$ cat src/rtl/out_seq_cmd.sv
// Strobe-task sequencer: checks a task header, buffers N strobe
// words, then streams one command word per entry.
// Ports: clk, rst (async, high), bus (out_seq_cmd_if.slave).
package task_icd_pkg;
  localparam int HEADER_WORDS = 2;
  localparam logic [31:0] TASK_VALID      = 32'd0;
  localparam logic [31:0] HEADER_INVALID  = 32'd1;
  localparam logic [31:0] PAYLOAD_INVALID = 32'd2;
  localparam logic [31:0] EXE_ERROR       = 32'd3;
endpackage

package cmd_icd_pkg;
  function automatic logic [31:0] task2out_cmd(
    input logic [4:0] s
  );
    return {16'hC500, 11'd0, s};
  endfunction
endpackage

module out_seq_cmd #(
  parameter int          DEPTH      = 8,
  parameter logic [31:0] TIMEOUT    = 32'd1000,
  parameter int          STROBE_MAX = 31
) (
  input logic          clk,
  input logic          rst,
  out_seq_cmd_if.slave bus
);
  import task_icd_pkg::*;
  import cmd_icd_pkg::*;

  localparam int IW  = $clog2(DEPTH + 1);
  localparam int AW  = $clog2(DEPTH);
  localparam int CW0 = $clog2(33'(TIMEOUT) + 33'd1);
  localparam int CW  = (CW0 < 1) ? 1 : CW0;
  localparam int HB  = 4 * HEADER_WORDS;

  localparam logic [2:0] IDLE  = 3'd0;
  localparam logic [2:0] CHECK = 3'd1;
  localparam logic [2:0] LOAD  = 3'd2;
  localparam logic [2:0] SRC   = 3'd3;
  localparam logic [2:0] RESP  = 3'd4;

  logic [2:0]    r_state;
  logic [31:0]   r_len;
  logic [IW-1:0] r_n;
  logic [IW-1:0] r_k;
  logic [IW-1:0] r_idx;
  logic [CW-1:0] r_cnt;
  logic          r_err;
  logic          r_cmd_valid;
  logic [31:0]   r_cmd_data;
  logic          r_resp_valid;
  logic [31:0]   r_resp;
  logic [4:0]    r_buf [DEPTH];

  logic          w_pay_rdy;
  logic          w_pay_hs;
  logic          w_cmd_hs;
  logic          w_tmo;
  logic [31:0]   w_nfull;
  logic          w_bad_hdr;
  logic          w_bad_word;
  logic          w_last_k;
  logic          w_last_idx;
  logic [IW-1:0] w_nxt_idx;
  logic [4:0]    w_first;

  assign w_pay_rdy  = (r_state == LOAD);
  assign w_pay_hs   = w_pay_rdy && bus.asi_pay_valid;
  assign w_cmd_hs   = r_cmd_valid && bus.aso_cmd_ready;
  assign w_tmo      = (r_cnt == CW'(TIMEOUT));
  assign w_nfull    = (r_len - 32'(HB)) >> 2;
  assign w_bad_hdr  = (|r_len[1:0])
                   || (r_len < 32'(HB + 4))
                   || (w_nfull > 32'(DEPTH));
  assign w_bad_word = bus.asi_pay_data > 32'(STROBE_MAX);
  assign w_last_k   = (r_k == r_n - 1'b1);
  assign w_last_idx = (r_idx == r_n - 1'b1);
  assign w_nxt_idx  = r_idx + 1'b1;
  // Slot 0 is written on the same edge when N == 1.
  assign w_first    = (r_k == '0) ? bus.asi_pay_data[4:0]
                                  : r_buf[0];

  assign bus.asi_pay_ready = w_pay_rdy;
  assign bus.aso_cmd_valid = r_cmd_valid;
  assign bus.aso_cmd_data  = r_cmd_data;
  assign bus.resp_valid    = r_resp_valid;
  assign bus.resp          = r_resp;

  always_ff @(posedge clk) begin
    if (w_pay_hs) begin
      r_buf[r_k[AW-1:0]] <= bus.asi_pay_data[4:0];
    end
  end

  always_ff @(posedge clk or posedge rst) begin
    if (rst) begin
      r_state      <= IDLE;
      r_len        <= '0;
      r_n          <= '0;
      r_k          <= '0;
      r_idx        <= '0;
      r_cnt        <= '0;
      r_err        <= 1'b0;
      r_cmd_valid  <= 1'b0;
      r_cmd_data   <= '0;
      r_resp_valid <= 1'b0;
      r_resp       <= TASK_VALID;
    end else begin
      r_resp_valid <= 1'b0;
      unique case (r_state)
        IDLE: begin
          if (bus.task_valid) begin
            r_len   <= bus.len_bytes;
            r_state <= CHECK;
          end
        end
        CHECK: begin
          if (w_bad_hdr) begin
            r_resp_valid <= 1'b1;
            r_resp       <= HEADER_INVALID;
            r_state      <= RESP;
          end else begin
            r_n     <= w_nfull[IW-1:0];
            r_k     <= '0;
            r_cnt   <= '0;
            r_err   <= 1'b0;
            r_state <= LOAD;
          end
        end
        LOAD: begin
          if (w_pay_hs) begin
            r_cnt <= '0;
            if (w_bad_word) r_err <= 1'b1;
            if (!w_last_k) begin
              r_k <= r_k + 1'b1;
            end else if (r_err || w_bad_word) begin
              r_resp_valid <= 1'b1;
              r_resp       <= PAYLOAD_INVALID;
              r_state      <= RESP;
            end else begin
              r_idx       <= '0;
              r_cmd_valid <= 1'b1;
              r_cmd_data  <= task2out_cmd(w_first);
              r_state     <= SRC;
            end
          end else if (w_tmo) begin
            r_resp_valid <= 1'b1;
            r_resp       <= EXE_ERROR;
            r_state      <= RESP;
          end else begin
            r_cnt <= r_cnt + 1'b1;
          end
        end
        SRC: begin
          if (w_cmd_hs) begin
            r_cnt <= '0;
            if (w_last_idx) begin
              r_cmd_valid  <= 1'b0;
              r_resp_valid <= 1'b1;
              r_resp       <= TASK_VALID;
              r_state      <= RESP;
            end else begin
              r_idx      <= w_nxt_idx;
              r_cmd_data <= task2out_cmd(
                r_buf[w_nxt_idx[AW-1:0]]);
            end
          end else if (w_tmo) begin
            r_cmd_valid  <= 1'b0;
            r_resp_valid <= 1'b1;
            r_resp       <= EXE_ERROR;
            r_state      <= RESP;
          end else begin
            r_cnt <= r_cnt + 1'b1;
          end
        end
        RESP: begin
          r_state <= IDLE;
        end
        default: begin
          r_cmd_valid <= 1'b0;
          r_state     <= IDLE;
        end
      endcase
    end
  end
endmodule

$ cat src/rtl/out_seq_cmd_if.sv
// Stream bundle for out_seq_cmd: task strobe, payload sink,
// response strobe and command source, with driver/DUT modports.
interface out_seq_cmd_if;
  logic        task_valid;
  logic [31:0] len_bytes;
  logic        asi_pay_valid;
  logic        asi_pay_ready;
  logic [31:0] asi_pay_data;
  logic        resp_valid;
  logic [31:0] resp;
  logic        aso_cmd_ready;
  logic        aso_cmd_valid;
  logic [31:0] aso_cmd_data;

  modport master (
    output task_valid, len_bytes,
    output asi_pay_valid, asi_pay_data,
    output aso_cmd_ready,
    input  asi_pay_ready, resp_valid, resp,
    input  aso_cmd_valid, aso_cmd_data
  );

  modport slave (
    input  task_valid, len_bytes,
    input  asi_pay_valid, asi_pay_data,
    input  aso_cmd_ready,
    output asi_pay_ready, resp_valid, resp,
    output aso_cmd_valid, aso_cmd_data
  );
endinterface

$ cat src/flat_wrapper.sv
// flat-port wrapper written by rule: the top's interface ports become plain ports
module out_seq_cmd_flat import task_icd_pkg::*; import cmd_icd_pkg::*;
#(
  parameter int          DEPTH      = 8,
  parameter logic [31:0] TIMEOUT    = 32'd1000,
  parameter int          STROBE_MAX = 31
)
  (clk, rst, bus_task_valid, bus_len_bytes, bus_asi_pay_valid, bus_asi_pay_data, bus_aso_cmd_ready, bus_asi_pay_ready, bus_resp_valid, bus_resp, bus_aso_cmd_valid, bus_aso_cmd_data);
  out_seq_cmd_if bus_i ();
  input logic clk;
  input logic rst;
  input wire logic [$bits(bus_i.task_valid)-1:0] bus_task_valid;
  input wire logic [$bits(bus_i.len_bytes)-1:0] bus_len_bytes;
  input wire logic [$bits(bus_i.asi_pay_valid)-1:0] bus_asi_pay_valid;
  input wire logic [$bits(bus_i.asi_pay_data)-1:0] bus_asi_pay_data;
  input wire logic [$bits(bus_i.aso_cmd_ready)-1:0] bus_aso_cmd_ready;
  output wire logic [$bits(bus_i.asi_pay_ready)-1:0] bus_asi_pay_ready;
  output wire logic [$bits(bus_i.resp_valid)-1:0] bus_resp_valid;
  output wire logic [$bits(bus_i.resp)-1:0] bus_resp;
  output wire logic [$bits(bus_i.aso_cmd_valid)-1:0] bus_aso_cmd_valid;
  output wire logic [$bits(bus_i.aso_cmd_data)-1:0] bus_aso_cmd_data;
  assign bus_i.task_valid = bus_task_valid;
  assign bus_i.len_bytes = bus_len_bytes;
  assign bus_i.asi_pay_valid = bus_asi_pay_valid;
  assign bus_i.asi_pay_data = bus_asi_pay_data;
  assign bus_i.aso_cmd_ready = bus_aso_cmd_ready;
  assign bus_asi_pay_ready = bus_i.asi_pay_ready;
  assign bus_resp_valid = bus_i.resp_valid;
  assign bus_resp = bus_i.resp;
  assign bus_aso_cmd_valid = bus_i.aso_cmd_valid;
  assign bus_aso_cmd_data = bus_i.aso_cmd_data;
  out_seq_cmd #(.DEPTH(DEPTH), .TIMEOUT(TIMEOUT), .STROBE_MAX(STROBE_MAX)) u_core (.clk(clk), .rst(rst), .bus(bus_i));
endmodule
$ cat config.mk
export PLATFORM = sky130hd
export DESIGN_NAME = out_seq_cmd_flat
export DESIGN_NICKNAME = d
export VERILOG_FILES = /design/src/rtl/out_seq_cmd.sv /design/src/rtl/out_seq_cmd_if.sv /design/src/flat_wrapper.sv
export SDC_FILE = /design/constraint.sdc
export NUM_CORES = 1
export LEC_CHECK = 0
export ABC_AREA = 1
export CAP_MARGIN = 20
export CORE_MARGIN = 2
export CORE_UTILIZATION = 40
export CTS_CLUSTER_SIZE = 28
export DETAILED_ROUTE_END_ITERATION = 10
export PLACE_DENSITY = 0.66
export SYNTH_ARGS = -nofsm -noshare
export SYNTH_HDL_FRONTEND = slang
export SYNTH_SLANG_ARGS = --single-unit
$ cat constraint.sdc
create_clock -name clk -period 3.9 [get_ports clk]
set_input_delay 1.17 -clock clk [delete_from_list [all_inputs] [get_ports clk]]
set_output_delay 1.17 -clock clk [all_outputs]
set_load 0.005 [all_outputs]
Word-level counts from Yosys, hierarchy flattened. Memories as Yosys holds them, arrays and structs flattened. Index checks and enable logic that the tools add are counted. W data, S select, Z words.

Bits in registers: 124. Latch bits: 0. Memory bits (writable): 40. Memory bits (read-only): 0. Logic and storage cells: 124. Memories kept: 1.

$add $sub $neg: 5. $mul: 0. Divide/modulo/power cells: 0. Order comparisons: 3. Eq/ne operators: 21. Shift-type cells: 0. Multiplexer cells: 60. Bitwise logic cells: 2. Reduce and logical (&&, ||, !) cells: 21.

Memories: u_core.r_buf (words 8, width 5, read ports 2, clocked after memory_dff 0, write ports 1, line out_seq_cmd.sv:55) `logic [4:0] r_buf [DEPTH];`.

Operator list (count): $mux W32 (12); $pmux W32 S3 (1); $pmux W32 S2 (1); $mux W10 (4); $gt A32 B5 Y1 const B (1); $lt A32 B4 Y1 const B (1); $mux W4 (8); $sub A32 B4 Y32 const B (1); $gt A30 B4 Y1 const B (1); $pmux W10 S3 (1); $mux W3 (8); $mux W1 (18); $ne A2 B2 Y1 const B (8); $pmux W4 S2 (2); $pmux W3 S4 (1); $reduce_and A6 Y1 (2); $add A10 B1 Y10 const B (1); $eq A10 B10 Y1 const B (1); $ne A3 B3 Y1 const B (3); $add A4 B1 Y4 const B (2); $eq A4 B4 Y1 (2); $reduce_and A4 Y1 (2); $eq A3 B2 Y1 const B (2); $pmux W1 S3 (2); 19 further kinds (27).

Longest topological paths before layout. Gate-level depths: netlist of run 1.

Word-level depth: 6. Gate-level depth with buffers: 17. Depth with buffers taken out: 17.

Least setup slack after synthesis of run 1. OpenSTA, ideal clock, no wires.

Path kind: input -> register. Start: in bus_asi_pay_data[20]. End: reg u_core.r_idx[0]. Arrival time: 2.415 ns. Data required time: 3.763 ns. Setup slack: 1.348 ns. Stages: 13. Buffers on the path: 1. Path through: nor2_1 -> nand2_1 -> nor2_1 -> nand2_1 -> nor3b_1 -> inv_1 -> nor2_1 -> nand3_1 -> nand2_1 -> nand2_1 -> nor2_1 -> buf_2 -> o21ai_0.

Cells in the longest elaborated chain, start to end: 4.

RTL lines: from (decl) (line flat_wrapper.sv:15) `input wire logic [$bits(bus_i.asi_pay_data)-1:0] bus_asi_pay_data;`; $gt A32 B5 Y1 (line out_seq_cmd.sv:77) `assign w_bad_word = bus.asi_pay_data > 32'(STROBE_MAX);`; $logic_or A1 B1 Y1 (line out_seq_cmd.sv:138) `end else if (r_err || w_bad_word) begin`; $ne A2 B2 Y1 (no source line); $reduce_and A6 Y1 (no source line); to (signal assigned) (line out_seq_cmd.sv:165) `r_idx <= w_nxt_idx;`; to (decl) (line out_seq_cmd.sv:48) `logic [IW-1:0] r_idx;`.

Every way passes these cells. A chain may end at the register's enable or synchronous reset.

Worst setup path in the final report of run 1.
Start: reg u_core.r_state[2]. End: out bus_asi_pay_ready.

Cells in the longest elaborated chain, start to end: 1.

RTL lines: from (decl) (line out_seq_cmd.sv:44) `logic [2:0] r_state;`; from (signal assigned) (line out_seq_cmd.sv:99) `r_state <= IDLE;`; from (signal assigned) (line out_seq_cmd.sv:116) `r_state <= CHECK;`; from (signal assigned) (line out_seq_cmd.sv:123) `r_state <= RESP;`; $eq A3 B2 Y1 (line out_seq_cmd.sv:69) `assign w_pay_rdy = (r_state == LOAD);`; to (decl) (line flat_wrapper.sv:17) `output wire logic [$bits(bus_i.asi_pay_ready)-1:0] bus_asi_pay_ready;`.

Every way passes these cells.

==> qor.yml, run 1 <==
crit_slowest_cell: "clkdlybuf4s50_1"
fmax_mhz: 321
first_global_vias: 5584
cts-root-buf: "clkbuf_16"
min_period_ns: 3.12
grt_start_max_net_pins: 55
core_mm2: 0.0179
synthFlopType: "dfrtp_1"
slew_headroom_pct: 42.8
layout.nets: 1066
die_h_um: 139
rows: 49
routed_wl_um: 16000
vias_per_cell: 4.74
worst-path-max-fanout: 5
ctsHoldBuffers: 0
status: "finished, final reports clean"
power_per_cell_area_mw_per_mm2: 539
leakage_uw: 0.00390
track_usage_pct: 16.9
tns_ns: 0
setup_violations: 0
dieArea_mm2: 0.0193
cp_cell_sequence: "nor2_1, inv_2, nor2_1, clkdlybuf4s50_1"
synth_edf_count: 40
postCtsSetupBuffers: 0
vdd_drop_max_v: 0.000385
regToRegSetupSlack_ns: 0.99
grt_pass1_wl_um: 26600
synth_area_per_cell_um2: 8.35
worst-r2r-cell-count: 13
clock_latency_ns: 0.42
final_cell_mix: "nand2_1 (169), nor2_1 (133), clkdlybuf4s50_1 (112)"
n_antenna_cell: 0
drive_gt1_share_pct: 11.8
min_period_over_period_pct: 80.0
synth-async-reset-ratio_pct: 71.0
tightest_slew_ns: 0.856
drtAntennaViolNets: 0
crit_path_end_kind: "output port"
slowest_delay_ns: 0.56
min_path_type: "reg -> reg"
fin_util_pct: 51.2
min_to: "u_core.bus.aso_cmd_data[1]$_DFFE_PP0P_"
drcViolationCount: 0
critPathRequiredTime_ns: 2.73
ctsResizeCount: 0
area_delta_synth_final_pct: 25.7
gp_congestion: 0.895
clock-sinks: 138
crit_type: "reg -> out"
cts_buffers: 17
clk_path_buf_depth: 2
finalHoldViolations: 0
final_max_slew_viol_count: 0
drtPass1Iterations: 5
cpMostUsedCell: "nor2_1"
ys_ff_latch: 138
vias: 5836
synthCells: 874
ios: 136
drtIter0Drc: 292
r2r_start: "u_core.r_n[0]$_DFFE_PP0P_"
ys.warnings.count: 0
seq_area_frac_synth_pct: 50.1
place_ws_ns: 0.292
antenna_found_initial: 0
cts_max_level: 4
finalClockSkew_ns: 0.0107
hpwl_um: 11600
syn_area_mm2: 0.00729
ys_types: 40
cap_violations: 0
critPathArrivalTime_ns: 1.95
clkTransAtPathRegs_ns: 0.06
grt.overflow.total: 0
initial_core_util_pct: 40.7
layout_commonest_cell: "nand2_1"
numPortBuffers: 112
rsz0062_at_grt: "false"
avgRoutedWirePerCell_um: 13.0
hold_depth: 2
cts_tree: "built"
min_from: "u_core.bus.aso_cmd_data[1]$_DFFE_PP0P_"
crit_path_start_kind: "flop"
die_w_um: 139
timing.rr.end: "u_core.bus.resp[12]$_DFFE_PP0P_"
fin_ws_ns: 0.781
==> through the flow <==
stage               power (uW)  instance area, um2  instances  hold WS, ns
floorplan                 2920                7380        896        0.442
CTS                       4990                9170       1232        0.475
global route              5260                9170       1232        0.504
detailed placement        3350                8570       1200        0.459
finish                    4940                9170       1232        0.469
global placement          3330                8570       1200        0.458
==> state kept, by name, indices dropped and copies added, names as in the netlist <==
name	count
u_core.r_state	3
u_core.bus.resp	32
u_core.bus.aso_cmd_data	6
u_core.r_n	4
u_core.bus.aso_cmd_valid	1
u_core.r_k	4
u_core.r_len	32
u_core.r_cnt	10
u_core.r_idx	4
u_core.r_err	1
u_core.bus.resp_valid	1
u_core.r_buf	40
==> synth_stat cells (6+ instances only) <==
master | instances | area [um2]
nand2_1 | 170 | 638
nor2_1 | 133 | 499
inv_1 | 105 | 394
dfrtp_1 | 98 | 2450
nand3_1 | 57 | 285
o21ai_0 | 43 | 215
edfxtp_1 | 40 | 1200
a21oi_1 | 38 | 190
nor2_2 | 37 | 231
buf_4 | 26 | 195
xor2_1 | 15 | 131
nand4_1 | 14 | 87.6
clkbuf_1 | 12 | 45.0
mux2_2 | 10 | 113
nor3_1 | 9 | 45.0
nor2_4 | 8 | 90.1
ha_1 | 7 | 87.6
nand2_2 | 6 | 37.5
==> power breakdown <==
| part | internal (uW) | switching [uW] |
|---|---|---|
| Sequential | 1720 | 225 |
| Combinational | 555 | 819 |
| Clock | 942 | 681 |
| Total | 3220 | 1730 |
==> how the worst max path moves through the flow <==
stage	from	end	slack, ns	cells past startpoint
floorplan	rst	u_core.bus.aso_cmd_data[0]$_DFFE_PP0P_	0.17	1
global placement	bus_asi_pay_data[31]	u_core.bus.resp[8]$_DFFE_PP0P_	0.39	13
detailed placement	bus_asi_pay_data[29]	u_core.bus.resp[16]$_DFFE_PP0P_	0.29	13
CTS	bus_asi_pay_data[29]	u_core.bus.resp[12]$_DFFE_PP0P_	0.74	13
global route	bus_asi_pay_data[31]	u_core.bus.resp[17]$_DFFE_PP0P_	0.51	13
finish	u_core.r_state[2]$_DFFE_PP0P_	bus_asi_pay_ready	0.78	4
==> per-layer routing <==
metal  wire length [um]  global-route usage, %
met1               7400                   22.3
met2               7540                   27.2
met3                694                   4.14
met4                345                   6.22
met5                  0                      0
==> final cells by class <==
| cell class | instances | area (um2) |
|---|---|---|
| Fill cell | 1681 | 8730 |
| Sequential cell | 138 | 3650 |
| Multi-Input combinational cell | 601 | 3010 |
| Timing Repair Buffer | 120 | 1210 |
| Clock buffer | 18 | 450 |
| Inverter | 112 | 423 |
| Tap cell | 229 | 287 |
| Clock inverter | 14 | 146 |
==> critical path, delay by kind of cell, from the launching register on <==
family | cells | cell delay [ns]
and+or+nand+nor | 2 | 0.48
buffers and inverters | 2 | 0.63
DFF | 1 | 0.42
==> logic make-up (layout without fill, tap and decap cells) <==
kind of cell	count (synthesis)	count (layout)	share of synthesized area (%)
AND/OR/NAND/NOR	443	443	27.3
other	1	23	0.0514
adder cells (fa/ha/maj)	7	7	1.20
flip-flops	138	138	50.1
multiplexers	11	11	1.68
AO/OA/AOI/OAI	96	96	7.17
buffers and inverters	157	264	9.88
XOR/XNOR	21	21	2.62
No activity file was read; power rests on OpenSTA's default activity.
==> inputs of run 2 (changes only) <==
==> constraint.sdc (replaced) <==
create_clock -name clk -period 2.55 [get_ports clk]
set_input_delay 0.765 -clock clk [delete_from_list [all_inputs] [get_ports clk]]
set_output_delay 0.765 -clock clk [all_outputs]
set_load 0.005 [all_outputs]
==> qor.yml, run 2 (synthesis results as in run 1) <==
status: "finished, final reports clean"
critPathArrivalTime_ns: 1.70  # -0.25 ns
setup_violations: 0  # unchanged
rsz0062_at_grt: "false"
largest_register_ff_count: 40  # unchanged
avgRoutedWirePerCell_um: 13.0  # +0.41%
worst-r2r-cell-count: 15  # +2
min_period_ns: 2.47
layout.nets: 1092  # +2.4%
crit_path_end_kind: "output port"
grt_pass1_wl_um: 27700  # +4.0%
gp_congestion: 0.893  # -0.22%
drtIter0Drc: 375  # +28%
hold_depth: 2  # unchanged
clock-sinks: 138  # unchanged
fmax_mhz: 405
antenna_found_initial: 0  # unchanged
crit_slowest_cell: "clkdlybuf4s50_1"
regToRegSetupSlack_ns: 0.24  # -0.75 ns
leakage_uw: 0.00406  # +3.9%
track_usage_pct: 17.6  # +0.67 points
critPathRequiredTime_ns: 1.79  # -0.94 ns
timing.rr.end: "u_core.bus.resp[0]$_DFFE_PP0P_"
vdd_drop_max_v: 0.000544  # +41%
final_max_slew_viol_count: 0  # unchanged
clock_latency_ns: 0.42  # about the same
grt_start_max_net_pins: 75  # +36%
cp-startpoint: "u_core.r_state[2]$_DFFE_PP0P_"
cap_violations: 0  # unchanged
cts_tree: "built"
drcViolationCount: 0  # unchanged
cts-root-buf: "clkbuf_16"
power_per_cell_area_mw_per_mm2: 819  # +52%
first_global_vias: 5861  # +5.0%
final_area_mm2: 0.00947  # +3.3%
drive_gt1_share_pct: 14.7  # +2.9 points
min_from: "u_core.bus.aso_cmd_data[3]$_DFFE_PP0P_"
clk_path_buf_depth: 2  # unchanged
dieArea_mm2: 0.0193  # unchanged
min_period_over_period_pct: 96.8
vias: 5964  # +2.2%
initial_core_util_pct: 40.7  # unchanged
drtPass1Iterations: 5  # unchanged
ctsHoldBuffers: 0  # unchanged
fin_ws_ns: 0.0817  # -0.699 ns
n_antenna_cell: 0  # unchanged
finalHoldViolations: 0  # unchanged
final_cell_mix: "nand2_1 (169), nor2_1 (127), clkdlybuf4s50_1 (112)"
cts_max_level: 4  # unchanged
tightest_slew_ns: 0.860  # +0.00482 ns
r2r_start: "u_core.r_len[3]$_DFFE_PP0P_"
core_mm2: 0.0179  # unchanged
area_delta_synth_final_pct: 29.8
slew_headroom_pct: 42.2  # -0.56 points
rows: 49  # unchanged
fin_util_pct: 52.9  # +1.7 points
layout_commonest_cell: "nand2_1"
worst-path-max-fanout: 5  # unchanged
min_path_type: "reg -> reg"
hpwl_um: 12000  # +3.5%
cp_cell_sequence: "nor2_4, inv_2, nor2_4, clkdlybuf4s50_1"
cts_buffers: 17  # unchanged
crit_type: "reg -> out"
routed_wl_um: 16400  # +2.5%
die_w_um: 139  # unchanged
drtAntennaViolNets: 0  # unchanged
endpoint: "bus_asi_pay_ready"
ios: 136  # unchanged
die_h_um: 139  # unchanged
numPortBuffers: 112  # unchanged
slowest_delay_ns: 0.50  # -0.06 ns
placed_area_mm2: 0.00879  # +2.5%
place_ws_ns: -0.288  # -0.580 ns
finalClockSkew_ns: 0.0103  # -0.000400 ns
grt.overflow.total: 0  # unchanged
crit_path_start_kind: "flop"
clkTransAtPathRegs_ns: 0.06  # about the same
vias_per_cell: 4.74  # about the same
cpMostUsedCell: "nor2_4"
run 2: repair_timing:
action,CTS,global route
setup buffers,0,1
setup endpoints to repair,1,49
pin swaps,1,0
resized for setup,2,13
run 2: where the power goes:
group | internal [uW] | switching (uW) | total (uW) | leakage, uW
clock network | 1500 | 1050 | 2560 | 0.000300
logic | 916 | 1300 | 2220 | 0.00214
registers | 2630 | 353 | 2980 | 0.00162
run 2: stage by stage:
| stage | total power (uW) | cells | hold slack (ns) | TNS, ns |
|---|---|---|---|---|
| floorplan | 4470 | 896 | 0.442 | 0 |
| global placement | 5180 | 1225 | 0.465 | -7.18 |
| detailed placement | 5220 | 1225 | 0.468 | -9.71 |
| CTS | 7810 | 1257 | 0.483 | 0 |
| global route | 8260 | 1258 | 0.514 | 0 |
| finish | 7760 | 1258 | 0.481 | 0 |
run 2: routing by layer:
metal	up-vias	part of all wire (%)	routed length [um]	global-route usage, %
met5	-	0	0	0
met4	0	1.6	257	5.37
met3	22	4.1	674	3.94
met2	145	49	8080	29.8
met1	2770	45	7380	22.6
li1	3027	-	-	-
run 2: worst min path at each step:
stage,endpoint,slack [ns]
after CTS,u_core.bus.aso_cmd_data[0]$_DFFE_PP0P_,0.48
after floorplan,u_core.r_err$_DFFE_PP0P_,0.44
after global placement,u_core.bus.aso_cmd_data[3]$_DFFE_PP0P_,0.46
final,u_core.bus.aso_cmd_data[3]$_DFFE_PP0P_,0.48
after global routing,u_core.bus.aso_cmd_data[3]$_DFFE_PP0P_,0.51
after detailed placement,u_core.bus.aso_cmd_data[0]$_DFFE_PP0P_,0.47
run 2: critical path, delay by kind of cell, from the launching register on:
kind | cells | cell delay (ns)
buffers and inverters | 2 | 0.57
DFF | 1 | 0.46
and+or+nand+nor | 2 | 0.24
run 2: area by class of cell:
type / instances / area, um2
Fill cell: 1679 / 8430
Sequential cell: 138 / 3650
Multi-Input combinational cell: 601 / 3050
Timing Repair Buffer: 146 / 1430
Clock buffer: 19 / 475
Inverter: 112 / 424
Tap cell: 229 / 287
Clock inverter: 13 / 143
==> inputs of run 3 (changes only) <==
--- a/config.mk
+++ b/config.mk
@@ -6,12 +6,10 @@
 export NUM_CORES = 1
 export LEC_CHECK = 0
 export ABC_AREA = 1
-export CAP_MARGIN = 20
 export CORE_MARGIN = 2
 export CORE_UTILIZATION = 40
 export CTS_CLUSTER_SIZE = 28
 export DETAILED_ROUTE_END_ITERATION = 10
-export PLACE_DENSITY = 0.66
 export SYNTH_ARGS = -nofsm -noshare
 export SYNTH_HDL_FRONTEND = slang
 export SYNTH_SLANG_ARGS = --single-unit
==> constraint.sdc (replaced) <==
create_clock -name clk -period 2.35 [get_ports clk]
set_input_delay 0.705 -clock clk [delete_from_list [all_inputs] [get_ports clk]]
set_output_delay 0.705 -clock clk [all_outputs]
set_load 0.005 [all_outputs]
==> qor.yml, run 3 (synthesis results as in run 1) <==
n_fill_cell: 1720  # +2.4%
die_w_um: 139  # unchanged
cap_violations: 0  # unchanged
critPathArrivalTime_ns: 2.57  # +0.87 ns
drtAntennaViolNets: 0  # unchanged
power_per_cell_area_mw_per_mm2: 859  # +4.8%
antenna_found_initial: 0  # unchanged
crit_slowest_cell: "dfrtp_1"
worst-path-max-fanout: 10  # +5
ctsHoldBuffers: 0  # unchanged
routed_wl_um: 16800  # +2.6%
gp_congestion: 0.886  # -0.81%
track_usage_pct: 17.9  # +0.30 points
intPower_uw: 5380  # +6.6%
rows: 49  # unchanged
status: "finished, final reports clean"
slowest_delay_ns: 0.43  # -0.07 ns
grt_start_max_net_pins: 99  # +32%
first_global_vias: 5947  # +1.5%
min_period_ns: 2.25
core_mm2: 0.0179  # unchanged
crit_path_end_kind: "flop"
finalNonFillerCells: 1280  # +1.7%
die_h_um: 139  # unchanged
slew_headroom_pct: 56.8  # +15 points
crit_path_start_kind: "flop"
fmax_mhz: 445
layout_commonest_cell: "nand2_1"
area_delta_synth_final_pct: 33.7
avgRoutedWirePerCell_um: 13.1  # +0.84%
switching_share_pct: 35.8  # +0.85 points
finalClockSkew_ns: 0.0183  # +0.00804 ns
leakage_uw: 0.00428  # +5.4%
clockPowerShare_pct: 30.4  # -2.5 points
dieArea_mm2: 0.0193  # unchanged
finalHoldViolations: 0  # unchanged
cpMostUsedCell: "nand2_1"
cts_tree: "built"
final_cell_mix: "nand2_1 (165), nor2_1 (124), inv_1 (101)"
final_max_slew_viol_count: 0  # unchanged
numPortBuffers: 112  # unchanged
largest_register_ff_count: 40  # unchanged
regArea_mm2: 0.00365  # about the same
n_antenna_cell: 0  # unchanged
cp_cell_sequence: "nor2_1, nand2_1, nor2_1, buf_4, nand3_1, nand2_1, nor2_2, nand2_1, nor2_4, nand3_4, nand2_4, a21oi_4, clkbuf_16, nor2_2"
vias_per_cell: 4.67  # -1.4%
min_period_over_period_pct: 95.6
drtPass1Iterations: 5  # unchanged
fin_util_pct: 54.5  # +1.6 points
dp.cells: 1243  # +1.5%
vias: 5983  # +0.32%
layout.nets: 1114  # +2.0%
crit_type: "reg -> reg"
drtIter0Drc: 256  # -32%
cts-root-buf: "clkbuf_16"
clock_latency_ns: 0.43  # about the same
vdd_drop_max_v: 0.000563  # +3.6%
clock-sinks: 138  # unchanged
critPathRequiredTime_ns: 2.68  # +0.89 ns
clk_path_buf_depth: 2  # unchanged
initial_core_util_pct: 40.7  # unchanged
pwr-share-comb_pct: 30.8  # +2.2 points
drcViolationCount: 0  # unchanged
grt_pass1_wl_um: 28100  # +1.4%
multi_input_area_mm2: 0.00318  # +4.0%
cts_max_level: 4  # unchanged
hpwl_um: 12100  # +0.62%
grt.overflow.total: 0  # unchanged
cts_buffers: 17  # unchanged
tightest_slew_ns: 0.648  # -0.212 ns
drive_gt1_share_pct: 18.0  # +3.3 points
p_sw_uw: 3000  # +11%
ios: 136  # unchanged
setup_violations: 0  # unchanged
power_frac_seq_pct: 38.7  # +0.2 points
min_path_type: "reg -> reg"
clkTransAtPathRegs_ns: 0.07  # about the same
[run 3: power by group through the flow]
stage	registers, uW	clock network, uW	logic, uW
floorplan	3170	0	1680
global placement	3260	0	2420
detailed placement	3260	0	2440
CTS	3220	2620	2470
global route	3300	2720	2890
finish	3250	2550	2580
[run 3: path summary, 6_finish.rpt]
path	end	cells after the start	start	slack [ns]
worst max-delay path	u_core.bus.resp[29]$_DFFE_PP0P_	14	u_core.r_len[14]$_DFFE_PP0P_	0.10
worst min-delay path	u_core.bus.aso_cmd_data[1]$_DFFE_PP0P_	2	u_core.bus.aso_cmd_data[1]$_DFFE_PP0P_	0.48
worst max register to register	u_core.bus.resp[29]$_DFFE_PP0P_	14	u_core.r_len[14]$_DFFE_PP0P_	0.10
worst min register to register	u_core.bus.aso_cmd_data[1]$_DFFE_PP0P_	2	u_core.bus.aso_cmd_data[1]$_DFFE_PP0P_	0.48
max in group asynchronous	u_core.r_idx[1]$_DFFE_PP0P_	3	rst	1.15
min in group asynchronous	u_core.bus.resp[12]$_DFFE_PP0P_	3	rst	0.76
[run 3: area by class of cell]
type	instances	share of cell area (%)
Clock buffer	18	4.50
Clock inverter	14	1.28
Inverter	112	4.40
Multi-Input combinational cell	601	32.6
Sequential cell	138	37.5
Tap cell	229	2.94
Timing Repair Buffer	168	16.9
[run 3: through the flow]
step / setup TNS [ns] / area, um2 / worst slack, ns / hold slack [ns] / power, uW
finish: 0 / 9760 / 0.104 / 0.478 / 8380
global route: -0.0564 / 9760 / -0.0258 / 0.506 / 8920
CTS: 0 / 9520 / 0.0552 / 0.481 / 8310
detailed placement: -13.91 / 8920 / -0.368 / 0.465 / 5700
global placement: -13.57 / 8920 / -0.347 / 0.462 / 5680
floorplan: 0 / 7380 / 0.263 / 0.442 / 4850
[run 3: routing by layer]
metal / vias to the layer above / track usage (%) / routed length (um)
met5: - / 0 / 0
li1: 3073 / - / -
met2: 110 / 30.6 / 8260
met4: 0 / 6.59 / 281
met1: 2775 / 22.1 / 7620
met3: 25 / 4.18 / 652
[run 3: what timing repair did]
action                     in CTS  in global routing
setup endpoints to repair       5                 64
pin swaps                       0                 20
buffers inserted                2                  1
resized for setup               6                 53
gates cloned                    0                  2
hold endpoints to repair        0                  0
[run 3: worst max-delay path: cells and delay by family (launching register included)]
kind / cells / cell delay [ns]
flip-flops: 1 / 0.43
AO/OA/AOI/OAI: 1 / 0.26
AND/OR/NAND/NOR: 11 / 1.05
buffers and inverters: 2 / 0.39
